[src/rtl/midi_note_receiver.sv]
// MIDI note-on/note-off receiver: a UART byte receiver feeding a status/note/velocity parser.
// Define MIDI_RX_RUNNING_STATUS_EN to keep the last note status active across messages (running status).
module midi_note_receiver #(
  parameter int          CLK_FREQ     = 100_000_000,
  parameter int          BAUD         = 31250,
  parameter logic [3:0]  MIDI_CHANNEL = 4'd0
) (
  input  logic       clk,
  input  logic       rst,
  input  logic       rx,
  output logic       note_valid,
  output logic       note_on,
  output logic [6:0] note,
  output logic [6:0] velocity,
  output logic       framing_err
);

  localparam int CLKS_PER_BIT = CLK_FREQ / BAUD;
  localparam int CNT_W        = (CLKS_PER_BIT > 2) ? $clog2(CLKS_PER_BIT) : 1;
  localparam logic [CNT_W-1:0] BIT_LAST  = CNT_W'(CLKS_PER_BIT - 1);
  localparam logic [CNT_W-1:0] HALF_LAST = CNT_W'(CLKS_PER_BIT / 2 - 1);

  typedef enum logic [1:0] {U_IDLE, U_START, U_DATA, U_STOP} uart_state_t;
  typedef enum logic [1:0] {WAIT_STATUS, WAIT_NOTE, WAIT_VEL} parse_state_t;

  logic             rx_meta_reg, rx_sync_reg, rx_prev_reg;
  uart_state_t      uart_state_reg, uart_state_next;
  logic [CNT_W-1:0] cnt_reg, cnt_next;
  logic [2:0]       bit_idx_reg, bit_idx_next;
  logic [7:0]       shift_reg, shift_next;
  logic             sample_tick, byte_valid;

  parse_state_t     parse_state_reg, parse_state_next;
  logic             type_valid_reg, type_valid_next;
  logic             type_on_reg, type_on_next;
  logic [6:0]       note_tmp_reg, note_tmp_next;
  logic             note_valid_reg, note_valid_next;
  logic             note_on_reg, note_on_next;
  logic [6:0]       note_reg, note_next;
  logic [6:0]       velocity_reg, velocity_next;

  // rx_prev_reg keeps the previous synchronized level for start-edge detection.
  always_ff @(posedge clk or posedge rst) begin
    if (rst) begin
      rx_meta_reg <= 1'b1;
      rx_sync_reg <= 1'b1;
      rx_prev_reg <= 1'b1;
    end else begin
      rx_meta_reg <= rx;
      rx_sync_reg <= rx_meta_reg;
      rx_prev_reg <= rx_sync_reg;
    end
  end

  always_ff @(posedge clk or posedge rst) begin
    if (rst) begin
      uart_state_reg <= U_IDLE;
      cnt_reg        <= '0;
      bit_idx_reg    <= '0;
      shift_reg      <= '0;
    end else begin
      uart_state_reg <= uart_state_next;
      cnt_reg        <= cnt_next;
      bit_idx_reg    <= bit_idx_next;
      shift_reg      <= shift_next;
    end
  end

  always_comb begin
    uart_state_next = uart_state_reg;
    cnt_next        = cnt_reg + 1'b1;
    bit_idx_next    = bit_idx_reg;
    shift_next      = shift_reg;
    byte_valid      = 1'b0;
    framing_err     = 1'b0;
    sample_tick     = (cnt_reg == ((uart_state_reg == U_START) ? HALF_LAST : BIT_LAST));
    case (uart_state_reg)
      U_IDLE: begin
        cnt_next = '0;
        if (!rx_sync_reg && rx_prev_reg) uart_state_next = U_START;
      end
      U_START: if (sample_tick) begin
        cnt_next        = '0;
        bit_idx_next    = '0;
        uart_state_next = rx_sync_reg ? U_IDLE : U_DATA;
      end
      U_DATA: if (sample_tick) begin
        cnt_next     = '0;
        shift_next   = {rx_sync_reg, shift_reg[7:1]};
        bit_idx_next = bit_idx_reg + 1'b1;
        if (bit_idx_reg == 3'd7) uart_state_next = U_STOP;
      end
      U_STOP: if (sample_tick) begin
        cnt_next        = '0;
        uart_state_next = U_IDLE;
        byte_valid      = rx_sync_reg;
        framing_err     = !rx_sync_reg;
      end
      default: uart_state_next = U_IDLE;
    endcase
  end

  always_ff @(posedge clk or posedge rst) begin
    if (rst) begin
      parse_state_reg <= WAIT_STATUS;
      type_valid_reg  <= 1'b0;
      type_on_reg     <= 1'b0;
      note_tmp_reg    <= '0;
      note_valid_reg  <= 1'b0;
      note_on_reg     <= 1'b0;
      note_reg        <= '0;
      velocity_reg    <= '0;
    end else begin
      parse_state_reg <= parse_state_next;
      type_valid_reg  <= type_valid_next;
      type_on_reg     <= type_on_next;
      note_tmp_reg    <= note_tmp_next;
      note_valid_reg  <= note_valid_next;
      note_on_reg     <= note_on_next;
      note_reg        <= note_next;
      velocity_reg    <= velocity_next;
    end
  end

  // Real-time bytes (0xF8-0xFF) fall through every branch and leave the parser untouched.
  always_comb begin
    parse_state_next = parse_state_reg;
    type_valid_next  = type_valid_reg;
    type_on_next     = type_on_reg;
    note_tmp_next    = note_tmp_reg;
    note_valid_next  = 1'b0;
    note_on_next     = note_on_reg;
    note_next        = note_reg;
    velocity_next    = velocity_reg;
    if (byte_valid && shift_reg < 8'hF8) begin
      if (shift_reg[7]) begin
        if (shift_reg[7:5] == 3'b100 && shift_reg[3:0] == MIDI_CHANNEL) begin
          type_valid_next  = 1'b1;
          type_on_next     = shift_reg[4];
          parse_state_next = WAIT_NOTE;
        end else begin
          type_valid_next  = 1'b0;
          parse_state_next = WAIT_STATUS;
        end
      end else begin
        case (parse_state_reg)
          WAIT_STATUS: begin
`ifdef MIDI_RX_RUNNING_STATUS_EN
            if (type_valid_reg) begin
              note_tmp_next    = shift_reg[6:0];
              parse_state_next = WAIT_VEL;
            end
`endif
          end
          WAIT_NOTE: begin
            note_tmp_next    = shift_reg[6:0];
            parse_state_next = WAIT_VEL;
          end
          WAIT_VEL: begin
            note_valid_next = 1'b1;
            note_next       = note_tmp_reg;
            velocity_next   = shift_reg[6:0];
            note_on_next    = type_on_reg && (shift_reg[6:0] != 7'd0);
`ifdef MIDI_RX_RUNNING_STATUS_EN
            parse_state_next = WAIT_NOTE;
`else
            parse_state_next = WAIT_STATUS;
            type_valid_next  = 1'b0;
`endif
          end
          default: parse_state_next = WAIT_STATUS;
        endcase
      end
    end
  end

  assign note_valid = note_valid_reg;
  assign note_on    = note_on_reg;
  assign note       = note_reg;
  assign velocity   = velocity_reg;

endmodule

[config.mk]
export PLATFORM = sky130hd
export DESIGN_NAME = midi_note_receiver
export DESIGN_NICKNAME = d
export VERILOG_FILES = /design/src/rtl/midi_note_receiver.sv
export SDC_FILE = /design/constraint.sdc
export NUM_CORES = 1
export LEC_CHECK = 0
export ABC_AREA = 1
export CAP_MARGIN = 20
export CORE_MARGIN = 2
export CORE_UTILIZATION = 45
export CTS_BUF_LIST = sky130_fd_sc_hd__clkbuf_2
export DETAILED_ROUTE_END_ITERATION = 10
export PLACE_DENSITY = 0.63
export REMOVE_ABC_BUFFERS = 1
export SYNTH_ARGS = -nofsm -noshare
export SYNTH_HDL_FRONTEND = slang
export SYNTH_SLANG_ARGS = --single-unit
[constraint.sdc]
create_clock -name clk -period 2.3 [get_ports clk]
set_clock_uncertainty 0.15 [all_clocks]
set_input_delay 0.345 -clock clk [delete_from_list [all_inputs] [get_ports clk]]
set_output_delay 0.345 -clock clk [all_outputs]
set_load 0.05 [all_outputs]
==> results.md, run 1 <==
- I/O Buffers: 19
- Maximum vdd drop: 431 uV
- Cell Rows: 27
- Pwr/cell area: 644 mW/mm2
- CP Class: flip-flop to output pin
- Root Buffer: clkbuf_2
- Setup crit end kind: output pin
- Share of layout cells above drive strength 1: 13.2%
- Initial antenna violation count: 0
- Syn. warnings: 0
- DP Cell Count: 378
- Clock Pin Slew Worst Setup and Hold Paths: 0.27 ns
- Leakage: 1.50 nW
- I/O pin count: 20
- Mean post-synth cell area: 8.63 um2
- Design Area, Final: 0.00290 mm2
- Die Ht: 78.2 um
- Routability cong.: 0.718
- Multi-input logic area: 971 um2
- Nets: 323
- Measured slew at the worst slew-check pin: 0.508 ns
- Max reg flops: 12
- Critical path arrival: 1.79 ns
- Non-filler cells, final: 390
- Crit path max fanout: 4
- DRT Pass-1 Iters: 4
- Routed Antenna Nets: 0
- CTS H-tree lvls: 2
- Fin crit period: 2.29 ns
- Starting density of the core: 45.8%
- Relative slew margins: 66.0%
- Commonest non-fill, non-tap cells in the layout: 91 x nand2_1, 49 x dfrtp_1, 32 x nand3_1
- Setup violators final: 0
- Routed len/inst: 11.2 um
- Fin crit share: 99.5%
- Hold_buf cts: 0
- Hold Crit Class: input port to async pin
- GR Util All Layers: 16.5%
- Dpl ws: 0.213 ns
- Vias per Instance: 4.78
- Chip width: 78.2 um
- Post-Synthesis Cell Area: 0.00248 mm2
- Max Cap Violations: 0
- CTS Sinks: 54
- Final WS setup: 0.0123 ns
- CTS max path bufs: 2
- FF+latch area: 0.00136 mm2
- Library cells used by synthesis: 29
- Yosys reg bits: 54
- Placed instance area: 0.00278 mm2
- First-pass GRT wire length: 8060 um
- Final-layout fill cell count: 514
- Sequential share of the synthesized area: 54.7%
- DP HPWL: 3040 um
- CTS tree: done
- Area of the die: 0.00611 mm2
- Final Hold Fails: 0
- Core region area: 0.00541 mm2
- 1st-iter DRT viols: 100
- Ant. Diodes: 0
- Overall routed net length: 4380 um
- Worst setup SP type: flip-flop
- Worst-Skew Late Latency: 0.42 ns
- Synthesized instance count: 287
- Max Clock Freq: 437 MHz
- Residual DRC: 0
- Final Max Slew Viols: 0
- Pin count of the biggest net entering global routing: 55
- Vias in the first global route: 1762
- CP required: 1.80 ns
- CTS Buf Count: 5
- Outcome: completed
- Area Overhead vs Synth: 17.1%
- Commonest non-fill, non-tap cell in the layout: nand2_1
- Total gr overflow: 0
- Via count: 1866
- Setup repair after global routing missed its margin: true
[Yosys cell counts]
| master | n | area (um2) |
|---|---|---|
| a21oi_1 | 1 | 5.00 |
| and3_1 | 1 | 6.26 |
| buf_4 | 5 | 37.5 |
| buf_6 | 1 | 11.3 |
| clkbuf_1 | 1 | 3.75 |
| dfrtp_1 | 51 | 1280 |
| dfstp_2 | 3 | 78.8 |
| ha_1 | 3 | 37.5 |
| inv_1 | 29 | 109 |
| inv_2 | 3 | 11.3 |
| nand2_1 | 92 | 345 |
| nand2_2 | 1 | 6.26 |
| nand2_4 | 1 | 11.3 |
| nand3_1 | 32 | 160 |
| nand3_4 | 1 | 17.5 |
| nand4_1 | 4 | 25.0 |
| nor2_1 | 26 | 97.6 |
| nor2_2 | 2 | 12.5 |
| nor2_4 | 1 | 11.3 |
| nor2_8 | 1 | 20.0 |
| nor3_1 | 5 | 25.0 |
| nor3_2 | 1 | 10.0 |
| nor3_4 | 1 | 16.3 |
| nor3b_1 | 1 | 7.51 |
| o21ai_0 | 11 | 55.1 |
| o21bai_1 | 1 | 7.51 |
| o21bai_2 | 1 | 11.3 |
| xnor2_1 | 1 | 8.76 |
| xor2_1 | 6 | 52.6 |
[routing by layer]
| layer | track usage [%] | wire, um | part of all wire (%) |
|---|---|---|---|
| met5 | 0 | 0 | 0 |
| met4 | 4.74 | 38 | 0.87 |
| met3 | 3.22 | 147 | 3.4 |
| met2 | 25.1 | 1930 | 44 |
| met1 | 24.1 | 2260 | 52 |
[kinds of logic after synthesis]
group / count (synthesis) / share of synthesized area [%]
flip-flops: 54 / 54.7
XOR/XNOR: 7 / 2.47
adder cells (fa/ha/maj): 3 / 1.52
AND/OR/NAND/NOR: 170 / 31.2
buffers and inverters: 39 / 6.97
AO/OA/AOI/OAI: 14 / 3.18
[timing repair]
item | in CTS | in global routing
buffers inserted | 2 | 2
gates resized for setup | 5 | 2
pin swaps | 3 | 1
hold endpoints to repair | 0 | 0
endpoints found under the setup margin | 1 | 1
[power breakdown]
part | switching [mW] | total (mW) | leakage, nW | internal, mW
Combinational | 0.205 | 0.328 | 0.724 | 0.123
Clock | 0.296 | 0.483 | 0.0392 | 0.188
Sequential | 0.0544 | 1.06 | 0.736 | 1.00
Total | 0.555 | 1.87 | 1.50 | 1.31
[area by class of cell]
| cell class | instances | area share [%] |
|---|---|---|
| multi-input cells | 194 | 33.5 |
| repair buffers | 30 | 10.2 |
| flip-flops and latches | 54 | 46.8 |
| clock inverters | 2 | 1.29 |
| clock buffers | 6 | 1.03 |
| inverters | 32 | 4.14 |
| well taps | 72 | 3.10 |
[stage by stage]
step / hold WS [ns] / power [mW] / utilization [%] / setup TNS (ns)
CTS: 0.0755 / 1.88 / 53.4 / -0.0497
global placement: 0.196 / 1.37 / 51.4 / 0
floorplan: 0.195 / 1.27 / - / -0.269
finish: 0.0951 / 1.87 / 53.7 / 0
global route: 0.0780 / 1.98 / 53.7 / -0.118
detailed placement: 0.201 / 1.37 / 51.4 / 0
[final timing paths]
check / startpoint / to / slack [ns] / cells after the start
setup / recovery: cnt_reg[0]$_DFF_PP0_ / framing_err / 0.01 / 6
hold reg to reg: rx_meta_reg$_DFF_PP1_ / rx_sync_reg$_DFF_PP1_ / 0.22 / 0
min in group clk: rx / rx_meta_reg$_DFF_PP1_ / 0.15 / 1
hold / removal: rst / cnt_reg[7]$_DFF_PP0_ / 0.1 / 3
setup reg to reg: cnt_reg[0]$_DFF_PP0_ / note[1]$_DFFE_PP0P_ / 0.34 / 9
max in group asynchronous: rst / rx_meta_reg$_DFF_PP1_ / 1.61 / 3
[critical path, cell delays in order (launching register included)]
cell     delay, ns
dfrtp_1       0.42
ha_2          0.21
nand2_4       0.07
nor3_4        0.24
nand3_4       0.12
nor3_4        0.16
buf_12        0.16
No activity file was read; power rests on OpenSTA's default activity.
==> run 2, diff against run 1 <==
--- a/config.mk
+++ b/config.mk
@@ -11,8 +11,7 @@
 export CORE_UTILIZATION = 45
 export CTS_BUF_LIST = sky130_fd_sc_hd__clkbuf_2
 export DETAILED_ROUTE_END_ITERATION = 10
-export PLACE_DENSITY = 0.63
-export REMOVE_ABC_BUFFERS = 1
+export PLACE_DENSITY = 0.7
 export SYNTH_ARGS = -nofsm -noshare
 export SYNTH_HDL_FRONTEND = slang
 export SYNTH_SLANG_ARGS = --single-unit
==> results.md, run 2 (synthesis gave the netlist of run 1 again) <==
- Outcome: complete, but fails checks
- Failing checks: negative setup slack
- Logic pwr share: 18.4%
- Root Buffer: clkbuf_2
- Slowest cell on the critical path: dfrtp_1
- Nets: 325
- Routability cong.: 0.804
- Die Ht: 78.2 um
- Max Cap Violations: 0
- Cell Rows: 27
- P_sw: 0.591 mW
- CP Class: flip-flop to output pin
- Measured slew at the worst slew-check pin: 0.504 ns
- Hold Crit Class: input port to async pin
- Worst path bufs/invs: 1
- Worst setup path startpoint: cnt_reg[1]$_DFF_PP0_
- I/O Buffers: 19
- Max Clock Freq: 420 MHz
- CTS Buf Count: 5
- Setup repair after global routing missed its margin: true
- CTS max path bufs: 2
- Critical path arrival: 1.88 ns
- Total gr overflow: 0
- Worst reg2reg path depth: 9
- Clock Pin Slew Worst Setup and Hold Paths: 0.27 ns
- Crit path max fanout: 3
- Top cell by count, worst path: nor3_4
- Setup crit end kind: output pin
- Internal power: 1.33 mW
- Residual DRC: 0
- Pwr/cell area: 656 mW/mm2
- Relative slew margins: 66.4%
- Kind of cell adding the most delay to the critical path: simple AND/OR/NAND/NOR gates
- DRT Pass-1 Iters: 4
- Commonest non-fill, non-tap cell in the layout: nand2_1
- Area of the die: 0.00611 mm2
- Fin crit share: 103%
- M1 WL: 2040 um
- CTS Sinks: 54
- Hold_buf cts: 0
- Overall routed net length: 4620 um
- Max incr delay on CP: 0.46 ns
- Met2 wire len: 2410 um
- GR Util All Layers: 17.3%
- Clock power share: 26.1%
- Final Max Slew Viols: 0
- Area Overhead vs Synth: 18.4%
- Final Hold Fails: 0
- DR top layer: met4
- 1st-iter DRT viols: 93
- Maximum vdd drop: 585 uV
- CTS H-tree lvls: 2
- Ant. Diodes: 0
- Via count: 1949
- Syn_nets: 293
- Pwr Total: 1.92 mW
- Crit-path cells: ha_4 -> nand2_4 -> nor3_4 -> nand3_4 -> nor3_4 -> buf_12
- Max reg flops: 12
- Initial antenna violation count: 0
- CTS tree: done
- Sw frac: 30.7%
- R2R Setup Slk: 0.31 ns
- Routed len/inst: 11.8 um
- Routed Antenna Nets: 0
- Fin crit period: 2.38 ns
- Pin count of the biggest net entering global routing: 35
- Vias per Instance: 4.97
- Core region area: 0.00541 mm2
- I/O pin count: 20
- Final WS setup: -0.0789 ns
- Vias in the first global route: 1841
- Worst setup SP type: flip-flop
- Starting density of the core: 45.8%
- Chip width: 78.2 um
- Dpl ws: 0.346 ns
- Setup violators final: 1
- Worst r2r src: cnt_reg[1]$_DFF_PP0_
- Met3 WL: 127 um
- First-pass GRT wire length: 8310 um
- DP HPWL: 3160 um
- Leakage: 1.53 nW
- Reg2reg end: note_tmp_reg[5]$_DFFE_PP0P_
- Commonest non-fill, non-tap cells in the layout: 91 x nand2_1, 49 x dfrtp_1, 32 x nand3_1
- Worst-Skew Late Latency: 0.45 ns
- Reg power frac: 55.4%
- Share of layout cells above drive strength 1: 13.8%
- CP required: 1.80 ns
[run 2: changes by cell type in the layout (fill, tap and decap cells not counted)]
cell             change
buf_4                +2
clkbuf_2             -1
clkdlybuf4s50_1      -1
clkinvlp_4           -1
dlymetal6s2s_1       +1
ha_2                 -1
ha_4                 +1
inv_6                +2
[run 2: cell type report]
class	instances	area, um2
Timing Repair Buffer	32	313
Inverter	32	120
Tap cell	72	90.1
Clock inverter	3	47.5
Clock buffer	5	25.0
Multi-Input combinational cell	194	981
Fill cell	547	2470
Sequential cell	54	1360
[run 2: metal layers]
layer	track usage [%]	vias up
met4	5.61	0
met3	3.91	4
li1	-	965
met5	0	-
met1	21.4	955
met2	30.2	25
[run 2: timing repair]
item,CTS,global route
gates resized for setup,5,3
buffers inserted,2,6
pin swaps,0,4
endpoints found under the setup margin,1,2
[run 2: metrics by stage]
step	setup TNS [ns]	hold WS (ns)	instance area, um2	cells	utilization, %
3_3_place_gp	0	0.198	2770	376	51.2
3_5_place_dp	0	0.198	2770	376	51.2
5_1_grt	-0.226	0.0423	2930	392	54.3
4_1_cts	-0.116	0.0348	2880	386	53.4
2_1_floorplan	0	0.195	2480	287	-
6_report	-0.0789	0.0504	2930	392	54.3
[run 2: worst max-delay path by stage]
| stage | depth (start not counted) | slack (ns) | endpoint |
|---|---|---|---|
| floorplan | 5 | 0.16 | framing_err |
| global placement | 6 | 0.37 | framing_err |
| detailed placement | 6 | 0.35 | framing_err |
| CTS | 6 | -0.12 | framing_err |
| global route | 6 | -0.23 | framing_err |
| finish | 6 | -0.08 | framing_err |
[run 2: power groups by stage]
stage          Clock [mW]  Sequential [mW]  Combinational, mW
3_3_place_gp            0             1.06              0.286
2_1_floorplan           0             1.04              0.256
3_5_place_dp            0             1.07              0.294
4_1_cts             0.528             1.06              0.331
5_1_grt             0.569             1.08              0.405
6_report            0.503             1.07              0.354
